<file path="config.mk">
export PLATFORM = sky130hd
export DESIGN_NAME = ram_copy_engine
export DESIGN_NICKNAME = d
export VERILOG_FILES = /design/src/rtl/ram_dma_defs.sv /design/src/rtl/ram_copy_engine.sv
export SDC_FILE = /design/constraint.sdc
export NUM_CORES = 1
export LEC_CHECK = 0
export CAP_MARGIN = 25
export CORE_UTILIZATION = 45
export DETAILED_ROUTE_END_ITERATION = 16
export GPL_ROUTABILITY_DRIVEN = 0
export PLACE_DENSITY = 0.7
export SLEW_MARGIN = 20
export SYNTH_ARGS = -nofsm -noshare
export SYNTH_HDL_FRONTEND = slang
export SYNTH_SLANG_ARGS = --single-unit
</file>
<file path="constraint.sdc">
create_clock -name clk -period 8.2 [get_ports clk]
set_input_delay 0.82 -clock clk [delete_from_list [all_inputs] [get_ports clk]]
set_output_delay 0.82 -clock clk [all_outputs]
set_load 0.02 [all_outputs]
</file>
<file path="src/rtl/ram_dma_defs.sv">
// Shared definitions for the RAM copy/fill engine: FSM encodings, mode values
// and default bus widths.
package ram_dma_defs;

  localparam int DEF_AW = 14;
  localparam int DEF_DW = 16;

  localparam logic [1:0] ST_IDLE = 2'd0;
  localparam logic [1:0] ST_RD   = 2'd1;
  localparam logic [1:0] ST_WR   = 2'd2;
  localparam logic [1:0] ST_FIN  = 2'd3;

  localparam logic MODE_COPY = 1'b0;
  localparam logic MODE_FILL = 1'b1;

endpackage

</file>
<file path="src/rtl/ram_copy_engine.sv">
// Bus initiator that copies or fills blocks of RAM words through a single-port
// RAM interface, with a start/busy/done handshake.
module ram_copy_engine
  import ram_dma_defs::*;
#(
  parameter int AW = DEF_AW,
  parameter int DW = DEF_DW
) (
  input  logic          clk,
  input  logic          rst_n,
  input  logic          start,
  input  logic          mode,
  input  logic [AW-1:0] src,
  input  logic [AW-1:0] dst,
  input  logic [AW:0]   len,
  input  logic [DW-1:0] pattern,
  output logic          busy,
  output logic          done,
  output logic [DW-1:0] ram_in,
  output logic          ram_load,
  output logic [AW-1:0] ram_address,
  input  logic [DW-1:0] ram_out
);

  logic [1:0]    state_reg, state_next;
  logic          mode_reg, mode_next;
  logic [AW-1:0] src_reg, src_next;
  logic [AW-1:0] dst_reg, dst_next;
  logic [AW:0]   len_reg, len_next;
  logic [AW:0]   idx_reg, idx_next;
  logic [AW-1:0] addr_reg, addr_next;
  // data_reg is both the copy buffer and the write-data register; in fill mode
  // it is loaded with the pattern once and held.
  logic [DW-1:0] data_reg, data_next;

  logic [AW:0]   idx_inc;
  logic          last_word;

  assign idx_inc   = idx_reg + {{AW{1'b0}}, 1'b1};
  assign last_word = (idx_inc == len_reg);

  always_comb begin
    state_next = state_reg;
    mode_next  = mode_reg;
    src_next   = src_reg;
    dst_next   = dst_reg;
    len_next   = len_reg;
    idx_next   = idx_reg;
    addr_next  = addr_reg;
    data_next  = data_reg;
    case (state_reg)
      ST_IDLE: begin
        if (start) begin
          mode_next = mode;
          src_next  = src;
          dst_next  = dst;
          len_next  = len;
          idx_next  = '0;
          if (len == '0) begin
            state_next = ST_FIN;
          end else if (mode == MODE_COPY) begin
            state_next = ST_RD;
            addr_next  = src;
          end else begin
            state_next = ST_WR;
            addr_next  = dst;
            data_next  = pattern;
          end
        end
      end
      ST_RD: begin
        data_next  = ram_out;
        addr_next  = dst_reg + idx_reg[AW-1:0];
        state_next = ST_WR;
      end
      ST_WR: begin
        idx_next = idx_inc;
        if (last_word) begin
          state_next = ST_FIN;
        end else if (mode_reg == MODE_COPY) begin
          state_next = ST_RD;
          addr_next  = src_reg + idx_inc[AW-1:0];
        end else begin
          addr_next  = dst_reg + idx_inc[AW-1:0];
        end
      end
      ST_FIN: begin
        state_next = ST_IDLE;
      end
      default: begin
        state_next = ST_IDLE;
      end
    endcase
  end

  always_ff @(posedge clk or negedge rst_n) begin
    if (!rst_n) begin
      state_reg <= ST_IDLE;
      mode_reg  <= MODE_COPY;
      src_reg   <= '0;
      dst_reg   <= '0;
      len_reg   <= '0;
      idx_reg   <= '0;
      addr_reg  <= '0;
      data_reg  <= '0;
    end else begin
      state_reg <= state_next;
      mode_reg  <= mode_next;
      src_reg   <= src_next;
      dst_reg   <= dst_next;
      len_reg   <= len_next;
      idx_reg   <= idx_next;
      addr_reg  <= addr_next;
      data_reg  <= data_next;
    end
  end

  // Outputs decode only registered state, so reset drops them without a clock.
  assign busy        = (state_reg == ST_RD) || (state_reg == ST_WR);
  assign done        = (state_reg == ST_FIN);
  assign ram_load    = (state_reg == ST_WR);
  assign ram_address = addr_reg;
  assign ram_in      = data_reg;

endmodule
</file>
==> metrics list <==
- Top cell type by total area after synthesis: dfrtp_1
- Buffers added to address setup during post-CTS repair amount to 0.
* Combinational fraction of design power: ~56%
- Standard cell with the maximum stage delay on the critical path: dfrtp_1
- The cell family contributing the most delay on the critical path is simple AND/OR/NAND/NOR gates.
- Layout Area Growth over Synthesis: 25.45%
- TritonCTS clock tree: yes
- Combinational family with the most area after synthesis: compound AO/OA/AOI/OAI gates
* Worst Setup End Kind: flip-flop
- Critical-path cell list: nand4_4 -> nor4_4 -> xnor2_1 -> nor4_2 -> nand4_1 -> and2_1 -> mux2_4
- Outcome: finished, final reports clean
* Fraction of power spent switching nets: around two fifths
* Final #Nets: 846
- Clock Root Buffer: clkbuf_16
* Count of port buffers added during placement: 111
- At the end of the flow the core is filled with cells to 57.77%.
* Async set or reset register ratio after synthesis: 100.0%
- Maximum number of pins on one net before global-route repair: 50
* Global Route met2 Usage: a little under two fifths
* Worst setup SP type: flip-flop
- Count of clock tree sinks: 91
- Met1 global-route usage: about 33%
* Data arrival time of the critical path: ~3.7 ns
* Slowest cell delay on critical path: 0.68 ns
- In this run the worst hold path is classified as primary input to async pin.
- Global routing finished with a remaining overflow of 0.
- Leaving out fill and tap cells, the most frequent cells in the layout are 110 x clkdlybuf4s50_1, 91 x dfrtp_1, 61 x mux2_2, 48 x o21ai_0, 41 x nand2_1.
- The library cell used most frequently in the layout, excluding fill and tap cells, is clkdlybuf4s50_1.
- Proportion of synthesized area in mux cells: 16.60%
- The netlist uses around 70 different library cells.
* Later-pin clock latency in the skew report: around 0.36 ns
- Vias in the first global route: 5,262
* Placement row count: 43
- Simple-Gate Fraction of Synth Area: 13.81%
* Number of buffers on the longest clock path: 2
- The final hold violation count is 0.
- Compound-cell area share of the yosys netlist: about 18%
* Avg Cell Area, Syn: 9.933 um2
- After detailed routing, the number of remaining DRC violations is 0.
- Cell leakage power: 3.340 nW
- Measured along the x axis, the die boundary spans 121.0 um.
- The final number of max-transition violations was 0.
- Setup repair after global routing left no endpoint under its margin.
* Synthesized net count: 753
* Warning count from the yosys run: 0
* Total area of multi-input combinational cells: 0.003839 mm2
- Power per standard cell area: 385.4 mW/mm2
- In this run the vertical extent of the chip is 121.0 um.
- Routed wire per std cell: ~18 um
- Post-DRT Antenna Nets: 0
* Number of placed I/O pins: 112
- Post-route setup slack: 4.771 ns
- Placement-stage worst setup slack: approximately 4.7 ns
- Gate Count Post-Synth: 641
- For this block, the routed nets add up to between 15,000 and 20,000 um of wire.
- Between clock sinks in the finished design, the worst skew comes to ~0.0095 ns.
- Along the worst path, the maximum fanout reaches 14.
* Portion of total power attributed to sequential cells: 27.1%
- In the finished design, the share of the clock period the worst path needs comes to 41.82%.
* Post-synthesis instance area: 0.006367 mm2
- Max-cap violations in this run came to 0.
- Vias: roughly 5,400
- Cells with a size suffix above 1 make up 13.80% of the layout.
- Synth top area share: 35.76%
* Filler cells: between 1,000 and 1,500
* Die Outline Area: 0.01463 mm2
* Most heavily used metal layer in global routing: met2
- VDD IR-drop max: roughly 150 uV
- Total Neg Setup Slack: 0 ns
- Setup CP Type: flip-flop to flip-flop
- Clock-pin slew was measured on the worst setup and hold paths at approximately 0.07 ns.
- Across every metal layer, demand over resource in global routing totals 23.55%.
- Final critical-path required period: approximately 3.4 ns
- Most used DFF post-synth: dfrtp_1
* Number of buffers and inverters on the critical path: 0
* N_diodes: 0
- For this block, the initial DRC count from the detailed router was 323.
- The first detailed-routing pass ran for 5 iterations.
- Met3 demand-to-capacity share in global routing: between 4 and 5%
- Post-Synth Adder-Cell Area: under 10%
- Starting Density: 46.05%
- Yosys mapped a number of flops with a built-in enable equal to 0.
- Measured against its own limit, the worst slew margin works out to around 39%.
- Using the TritonRoute via totals, the vias-per-cell ratio works out to 5.867.
- Part of the total power dissipated in the clock network: 16.9%
- Across the whole layout, storage elements account for around 0.0023 mm2.
- First-pass GRT wire length: 26,830 um
* Post-Synth XOR/XNOR Area: roughly 5.5%
* Number of hold buffers added after cts: 0
* Critical path data required time: 8.44 ns
- The H-tree was split into 3 levels.
- The region available for standard cell placement spans 0.01383 mm2.
- Setup violations remaining at the end of the flow were counted as 0.
* Worst-margin pin slew: 0.9063 ns
- Total CTS buffers: 9
- By area the synthesized netlist is led by dfrtp_1 36%, mux2_2 11%, ha_1 6.1%.
- The register with the most flip-flops in the layout has 16 of them.
- The internal portion of the total power is 1.828 mW.
- Static timing analysis puts the maximum clock frequency at 291.6 MHz.
- Hpwl dp: 12,270 um
- Net Sw Power: 1.251 mW
- Count of state elements after synthesis: 91
- The initial antenna violation count was 1.
- Portion of the post-synthesis area used by sequential elements: 35.76%
- Post-CTS repair changed the size of 0 cells.
-- worst paths after layout --
path	start	to	slack [ns]	depth (start not counted)
worst max-delay path	idx_reg[4]$_DFFE_PN0P_	ram_address[5]$_DFFE_PN0P_	4.77	7
worst min-delay path	rst_n	ram_in[0]$_DFFE_PN0P_	0.25	1
worst max register to register	idx_reg[4]$_DFFE_PN0P_	ram_address[5]$_DFFE_PN0P_	4.77	7
worst min register to register	ram_in[12]$_DFFE_PN0P_	ram_in[12]$_DFFE_PN0P_	0.49	2
max in group asynchronous	rst_n	idx_reg[11]$_DFFE_PN0P_	6.99	3
min in group clk	ram_in[12]$_DFFE_PN0P_	ram_in[12]$_DFFE_PN0P_	0.49	2
-- Yosys cell counts, types with 4 or more instances --
| cell type | n |
|---|---|
| and2_1 | 4 |
| xnor2_1 | 27 |
| nand4_1 | 5 |
| o41ai_1 | 4 |
| mux2_2 | 61 |
| clkbuf_1 | 24 |
| nor4_1 | 6 |
| buf_2 | 5 |
| nor2_1 | 24 |
| mux2i_1 | 25 |
| xor2_1 | 13 |
| mux2_4 | 8 |
| o21ai_0 | 48 |
| or3_1 | 6 |
| dfrtp_1 | 91 |
| and3_1 | 6 |
| nand2_1 | 42 |
| a21oi_1 | 26 |
| a211oi_1 | 15 |
| nor4b_1 | 4 |
| o31ai_1 | 7 |
| ha_1 | 31 |
| o21a_1 | 4 |
| o211ai_1 | 4 |
| nand2b_1 | 7 |
| nand3_1 | 16 |
| nor2b_1 | 15 |
| inv_1 | 25 |
| nor3_1 | 11 |
| a22oi_1 | 8 |
| a31oi_1 | 8 |
-- cell families after synthesis --
group           after synthesis
buf+inv                      59
simple gates                159
xor+xnor                     40
mux                          94
compound gates              165
fa+ha+maj                    33
flops                        91
-- final cells by class --
type                            instances  area share (%)
Multi-Input combinational cell        491           48.06
Inverter                               25           1.175
Clock buffer                           10           2.992
Timing Repair Buffer                  116           14.74
Tap cell                              180           2.820
Sequential cell                        91           28.51
Clock inverter                          6           1.707
-- metal layers --
layer  share of wire (%)  up-vias
li1                    -     2575
met1                  46     2653
met2                  47      147
met3                 5.2       17
met4                 1.5        0
met5                   0        -
-- power groups by stage --
stage	logic (mW)	registers, mW	clock network, mW
floorplan	1.20	0.855	0
global route	1.89	0.862	0.548
CTS	1.71	0.833	0.527
finish	1.73	0.835	0.519
detailed placement	1.70	0.838	0
global placement	1.65	0.827	0
-- metrics by stage --
step                      total power, mW  instance area [um2]  std cells  hold WS [ns]
after global placement              2.477                 7553        900        0.4628
after floorplan                     2.050                 6367        641        0.4754
after global routing                3.297                 7988        919        0.2359
after detailed placement            2.538                 7581        901        0.4766
final                               3.079                 7988        919        0.2486
after CTS                           3.068                 7956        917        0.2456
(Power assumes the default switching activity.)
